[src/rtl/adc_avg_filter.sv]
// adc_avg_filter: samples a quasi-static ADC level, rejects mid-update samples,
// averages 2^AVG_SHIFT accepted samples and drives a hysteresis comparator.
// Ports: clk, rst_n (async low), enable, value_in[7:0], threshold[7:0] ->
//        average[7:0], valid (1-cycle), above, sample_cnt[6:0].
module adc_avg_filter #(
  parameter int SAMPLE_DIV = 1250,
  parameter int AVG_SHIFT  = 3,
  parameter int HYST       = 4
) (
  input  logic       clk,
  input  logic       rst_n,
  input  logic       enable,
  input  logic [7:0] value_in,
  input  logic [7:0] threshold,
  output logic [7:0] average,
  output logic       valid,
  output logic       above,
  output logic [6:0] sample_cnt
);

  localparam int ACC_W = 8 + AVG_SHIFT;
  localparam logic [15:0] DIV_LOAD = 16'(SAMPLE_DIV - 1);
  localparam logic [6:0] CNT_LAST = 7'((1 << AVG_SHIFT) - 1);
  localparam logic [8:0] HYST9 = 9'(HYST);
  localparam logic signed [9:0] HYST10 = 10'(HYST);

  logic [7:0] s1;
  logic [7:0] s2;
  logic [15:0] div;
  logic pending;
  logic [ACC_W-1:0] acc;

  logic tick;
  logic stable;
  logic accept;
  logic last;
  logic [ACC_W-1:0] sum;
  logic [7:0] mean;
  logic [8:0] hi;
  logic signed [9:0] lo;
  logic rise;
  logic fall;

  assign tick   = enable && (div == '0);
  // Two equal staged copies mean the level was not caught mid-update.
  assign stable = (s1 == s2);
  assign accept = enable && pending && stable;
  assign last   = (sample_cnt == CNT_LAST);
  assign sum    = acc + ACC_W'(s2);
  assign mean   = 8'(sum >> AVG_SHIFT);

  // Widened bounds: upper cannot wrap past 255, lower may go negative.
  assign hi   = {1'b0, threshold} + HYST9;
  assign lo   = $signed({2'b00, threshold}) - HYST10;
  assign rise = ({1'b0, mean} > hi);
  assign fall = ($signed({2'b00, mean}) < lo);

  always_ff @(posedge clk or negedge rst_n) begin
    if (!rst_n) begin
      s1 <= '0;
      s2 <= '0;
    end else begin
      s1 <= value_in;
      s2 <= s1;
    end
  end

  always_ff @(posedge clk or negedge rst_n) begin
    if (!rst_n) begin
      div     <= DIV_LOAD;
      pending <= 1'b0;
    end else if (!enable) begin
      div     <= DIV_LOAD;
      pending <= 1'b0;
    end else begin
      div <= tick ? DIV_LOAD : div - 16'd1;
      // A tick on the accept edge re-arms for the next sample.
      pending <= tick || (pending && !accept);
    end
  end

  always_ff @(posedge clk or negedge rst_n) begin
    if (!rst_n) begin
      acc        <= '0;
      sample_cnt <= '0;
      average    <= '0;
      valid      <= 1'b0;
      above      <= 1'b0;
    end else if (!enable) begin
      acc        <= '0;
      sample_cnt <= '0;
      valid      <= 1'b0;
    end else begin
      valid <= accept && last;
      if (accept) begin
        if (last) begin
          acc        <= '0;
          sample_cnt <= '0;
          average    <= mean;
          if (rise) begin
            above <= 1'b1;
          end else if (fall) begin
            above <= 1'b0;
          end
        end else begin
          acc        <= sum;
          sample_cnt <= sample_cnt + 7'd1;
        end
      end
    end
  end

endmodule

[config.mk]
export PLATFORM = sky130hd
export DESIGN_NAME = adc_avg_filter
export DESIGN_NICKNAME = d
export VERILOG_FILES = /design/src/rtl/adc_avg_filter.sv
export SDC_FILE = /design/constraint.sdc
export NUM_CORES = 1
export LEC_CHECK = 0
export ABC_CLOCK_PERIOD_IN_PS = 3500
export CORE_UTILIZATION = 56
export CTS_CLUSTER_DIAMETER = 150
export DETAILED_ROUTE_END_ITERATION = 10
export GPL_TIMING_DRIVEN = 0
export HOLD_SLACK_MARGIN = 0.03
export PLACE_DENSITY = 0.79
export SLEW_MARGIN = 10
export SYNTH_ARGS = -nofsm -noshare
export SYNTH_HDL_FRONTEND = slang
export SYNTH_SLANG_ARGS = --single-unit
[constraint.sdc]
create_clock -name clk -period 3.5 [get_ports clk]
set_clock_uncertainty 0.1 [all_clocks]
set_input_delay 0.525 -clock clk [delete_from_list [all_inputs] [get_ports clk]]
set_output_delay 0.525 -clock clk [all_outputs]
set_load 0.01 [all_outputs]
# Word level (Yosys, flattened, before mapping)
# Cells that the tools add are included.
# word_totals
reg_bits,61
latch_bits,0
ram_bits,0
mem_bits_ro,0
inputBits,19
word_cells,42
n_memories,0
# op_classes
add_sub_neg,5
n_mul,0
div_mod_pow,0
n_lt_le_gt_ge,2
eq_ne,3
n_shift,0
muxes,12
bitwise_logic,0
reduce_logical,11
# ops
cell,count
$mux 11,3
$mux 16,2
$mux 7,3
$logic_not 16->1,1
$sub 16x1->16 const B,1
$add 11x8->11,1
$add 8x3->9 const B,1
$gt 8x9->1,1
$lt 9x9->1,1
$sub 8x3->9 const B,1
$eq 8x8->1,1
$add 7x1->7 const B,1
$eq 7x3->1 const B,1
$logic_and 1x1->1,5
$mux 1,4
$reduce_and 4->1,1
$reduce_and 3->1,1
$ne 2x1->1 const B,1
$reduce_bool 2->1,1
$logic_not 1->1,1
$logic_or 1x1->1,1

# Longest topological paths before layout
# logic_depth
depth_word,6
ltp_mapped,14
ltp_nobuf,14

# Least setup slack after synthesis
# Ideal clock, no wire load.
# synth_timing
path_kind,register to register
start,reg s2[0]
end,reg above
setup_ns,0.133
t_arrival_ns,2.907
t_required_ns,3.267
setup_slack_ns,0.359
stages_incl_launch_ff,15
n_path_buf,0
synth_period_minus_slack_ns,3.141
path_cell_list,dfrtp_1 -> ha_1 -> fa_1 -> a21oi_1 -> o211ai_2 -> nor2_1 -> xnor2_1 -> ha_1 -> a21o_1 -> a211oi_1 -> a21oi_1 -> a211oi_1 -> a21oi_1 -> a31oi_1 -> o211ai_1
# synth_between
elab_chain_len,4
# synth_rtl
item,line_no,text
from (decl),28,logic [7:0] s2;
from (signal assigned),61,s2 <= '0;
from (signal assigned),64,s2 <= s1;
$add 11x8->11 (*),49,assign sum = acc + ACC_W'(s2);
named net sum[6],37,logic [ACC_W-1:0] sum;
$gt 8x9->1 or $lt 9x9->1 (tied branches),"55, 56",
$reduce_bool 2->1 (no line),--,
$reduce_and 4->1 (no line),--,
to (signal assigned),88,above <= 1'b0;
to (signal assigned),101,above <= 1'b1;
to (signal assigned),103,above <= 1'b0;
to (decl),17,"output logic above,"
# The timed path passes the listed nets; every way through them passes the cells marked *.
# A chain may end at the register's enable or synchronous reset.

# Final worst setup path
# Ends and elaborated chain as after synthesis.

==> summary.txt <==
Critical path
  – CP Max Fanout: 4
  – Worst path cell trace: ha_1 > fa_1 > a21oi_2 > o211ai_2 > nor2_4 > xnor2_4 > ha_4 > a21o_1 > a211oi_2 > a21oi_2 > a211oi_1 > a21oi_1 > a31oi_1 > o211ai_1
  – Reg-to-reg endpoint: above$_DFFE_PN0P_
  – Required time worst endpoint: 3630 ps
  – Setup crit end kind: register
  – WS Path Type: register to register
  – Arr. time, crit path: 3460 ps
  – Crit. Startpoint: s2[0]$_DFF_PN0_
  – Most frequent cell on the critical path: a21oi_2
  – Worst R2R Path Depth: 14
  – Reg2reg start: s2[0]$_DFF_PN0_
  – CP startpoint kind: register
  – FF-to-FF setup slack: 170 ps
  – Setup crit end: above$_DFFE_PN0P_
  – CP max stage delay: 420 ps
  – Worst path slowest cell: fa_1

Power
  – Pwr/cell area: 433.1 nW/um2
  – Worst VDD drop: 0.0004440 V
  – Total Power: around 1800 uW
  – Leakage: 0.001789 uW

Synthesis
  – Post-synth EDFFs: 0
  – Avg Synthesized Cell Area: around 11 um2
  – Post-synth ARST share: 100.0%
  – #FFs+latches synth: 61
  – Cell Area, Synth: around 3300 um2
  – Count of yosys warnings during synthesis: 0
  – Sequential cell area fraction in the yosys report: 46.58%
  – Syn Nets: 353
  – Post-Syn Instances: between 300 and 400
  – Top_reg_cell synth: dfrtp_1
  – Library cells used by synthesis: 53

Place
  – Hpwl dp: 4407 um
  – Post-DP Area: 3719 um2
  – Port bufs: 34
  – Final GP Congestion: 0.8006

Routing
  – WL met1: 3046 um
  – Via count: 2,428
  – Avg WL per Cell: approximately 15 um
  – Drt drc: 0
  – Met3 WL post-DR: 241 um
  – Initial DRC count: 146
  – Final wirelength: 6423 um
  – Top Metal Used: met4
  – Pre-Repair DR Iteration Count: 4
  – Routed Antenna Nets: 0
  – Via-to-Cell Ratio: 5.607
  – WL met2: slightly above 3000 um

Clock tree
  – Num CTS Buffers: 9
  – Clock transition at path regs: 70 ps
  – Hold_buf cts: 0
  – Post-CTS setup buffers: 0
  – Clk root buf: clkbuf_8
  – TritonCTS clock tree: built
  – Clock Tree Buf Depth: 2
  – Clock Sinks: 61
  – H-Tree Depth: 3
  – Worst-skew pair later-pin latency: 350 ps

Timing
  – Tmin final: 3333 ps
  – Slew headroom: 50.11%
  – Measured slew at the worst slew-check pin: 748.3 ps
  – Crit share post-route: 95.22%
  – Fmax: 300.1 MHz
  – Final hold violation count: 0
  – Fin. max-slew vios: 0
  – Final setup fails: 0

Global route
  – GRT Residual Overflow: 0
  – Largest net degree at the start of global routing: 62
  – Vias in the first global route: 2,382
  – Total Routing Usage GR: between 20% and 30%
  – Wire length of the first global-routing pass: 11,030 um
  – Initial antenna violation count: 0

Outcome
  – Status: finished clean

Layout
  – Post-layout util: 72.68%
  – Layout cell share with drive strength beyond 1: 14.13%
  – Most frequent cells in the layout: 56 x dfrtp_1, 33 x clkdlybuf4s50_1, 30 x xnor2_1
  – Sequential cell area: 1533 um2
  – Area grow syn2layout: 23.12%
  – Diodes inserted: 0
  – Nets: 398
  – Layout fillers: 408
  – Post-route cell area: 4051 um2
  – Commonest non-fill, non-tap cell in the layout: dfrtp_1
  – Multi-input gate area: roughly 1700 um2

Flow run
  – MaxCap Viol Count: 0

Die
  – Die ar.: about 6200 um2
  – Die Ht: ~79 um
  – Die width: 78.66 um
  – Starting Density: between 50% and 60%
  – Row cnt: 27
  – # IOs: 36
  – Core area: 5574 um2

Worst hold path
  – Hold Path Class: input pin to async pin
[power breakdown]
| group | switching (uW) | total, uW | leakage, uW | internal [uW] |
|---|---|---|---|---|
| clock network | 302 | 852 | 0.000134 | 550 |
| registers | 17.4 | 743 | 0.000795 | 726 |
| logic | 86.3 | 160 | 0.000860 | 73.5 |
[state kept, by name, indices dropped and copies added, names as in the netlist, 7 cells and up]
signal,cells
average,8
div,16
s1,8
sample_cnt,7
acc,11
s2,8
[worst max-delay path, delay by kind of cell (launching register included)]
kind / cells / cell delay [ps]
AO/OA/AOI/OAI: 9 / 1480
adder cells (fa/ha/maj): 3 / 910
flip-flops: 1 / 390
XOR/XNOR: 1 / 170
AND/OR/NAND/NOR: 1 / 160
[worst min path at each step]
stage	from	end	slack, ps	cells after the start
2_1_floorplan	rst_n	above$_DFFE_PN0P_	130	0
3_3_place_gp	s1[2]$_DFF_PN0_	s2[2]$_DFF_PN0_	280	0
3_5_place_dp	s1[2]$_DFF_PN0_	s2[2]$_DFF_PN0_	280	0
4_1_cts	rst_n	div[13]$_DFF_PN0_	170	1
5_1_grt	rst_n	div[13]$_DFF_PN0_	190	1
6_report	rst_n	div[14]$_DFF_PN0_	140	1
[cell families after synthesis]
logic type | count (synthesis) | synth area share [%]
adder cells (fa/ha/maj) | 23 | 8.973
XOR/XNOR | 38 | 10.11
AND/OR/NAND/NOR | 106 | 17.00
buffers and inverters | 16 | 2.472
AO/OA/AOI/OAI | 59 | 12.17
flip-flops | 61 | 46.58
multiplexers | 8 | 2.700
[through the flow]
step | TNS, ps | hold slack [ps] | cells | setup slack (ps)
2_1_floorplan | 0 | 129.4 | 311 | 359.4
3_3_place_gp | -3422 | 279.5 | 417 | -63.77
3_5_place_dp | -11.32 | 280.6 | 417 | -11.32
4_1_cts | 0 | 166.7 | 433 | 6.388
5_1_grt | -52.68 | 191.5 | 433 | -52.68
6_report | 0 | 144.7 | 433 | 167.3
[cells in the mapped netlist (3+ instances only)]
cell type,number,share of area (%)
o21ai_0,8,1.2
nand2b_1,3,0.57
a211oi_1,4,0.91
nand2_1,21,2.4
inv_1,9,1.0
xor2_1,6,1.6
a21o_1,5,1.1
xnor2_1,32,8.5
a21oi_1,14,2.1
nand3_1,12,1.8
or3_1,3,0.57
ha_1,22,8.4
dfrtp_1,56,43
mux2_2,7,2.4
nor2_1,26,3.0
a22o_1,7,1.9
o211ai_1,4,0.91
nor3_1,10,1.5
nor2b_1,6,1.1
nand4_1,3,0.57
and3_1,4,0.76
dfstp_2,5,4.0
o31ai_1,3,0.68
[what timing repair did]
| item | 4_1_cts | 5_1_grt |
|---|---|---|
| pin swaps | 0 | 2 |
| endpoints found under the setup margin | 1 | 1 |
| hold endpoints to repair | 0 | 0 |
| resized for setup | 2 | 9 |
[cell type report]
type	instances	share of cell area, %
Multi-Input combinational cell	234	42.93
Sequential cell	61	37.83
Timing Repair Buffer	34	8.338
Clock inverter	7	3.613
Clock buffer	9	3.057
Tap cell	72	2.224
Buffer	7	1.174
Inverter	9	0.8338
[layer usage]
metal  global-route usage (%)  up-vias
met3                    7.326        7
met2                    38.52       42
met5                        0        -
li1                         -     1188
met1                    29.50     1191
met4                    9.444        0
No activity file was read; power rests on OpenSTA's default activity.
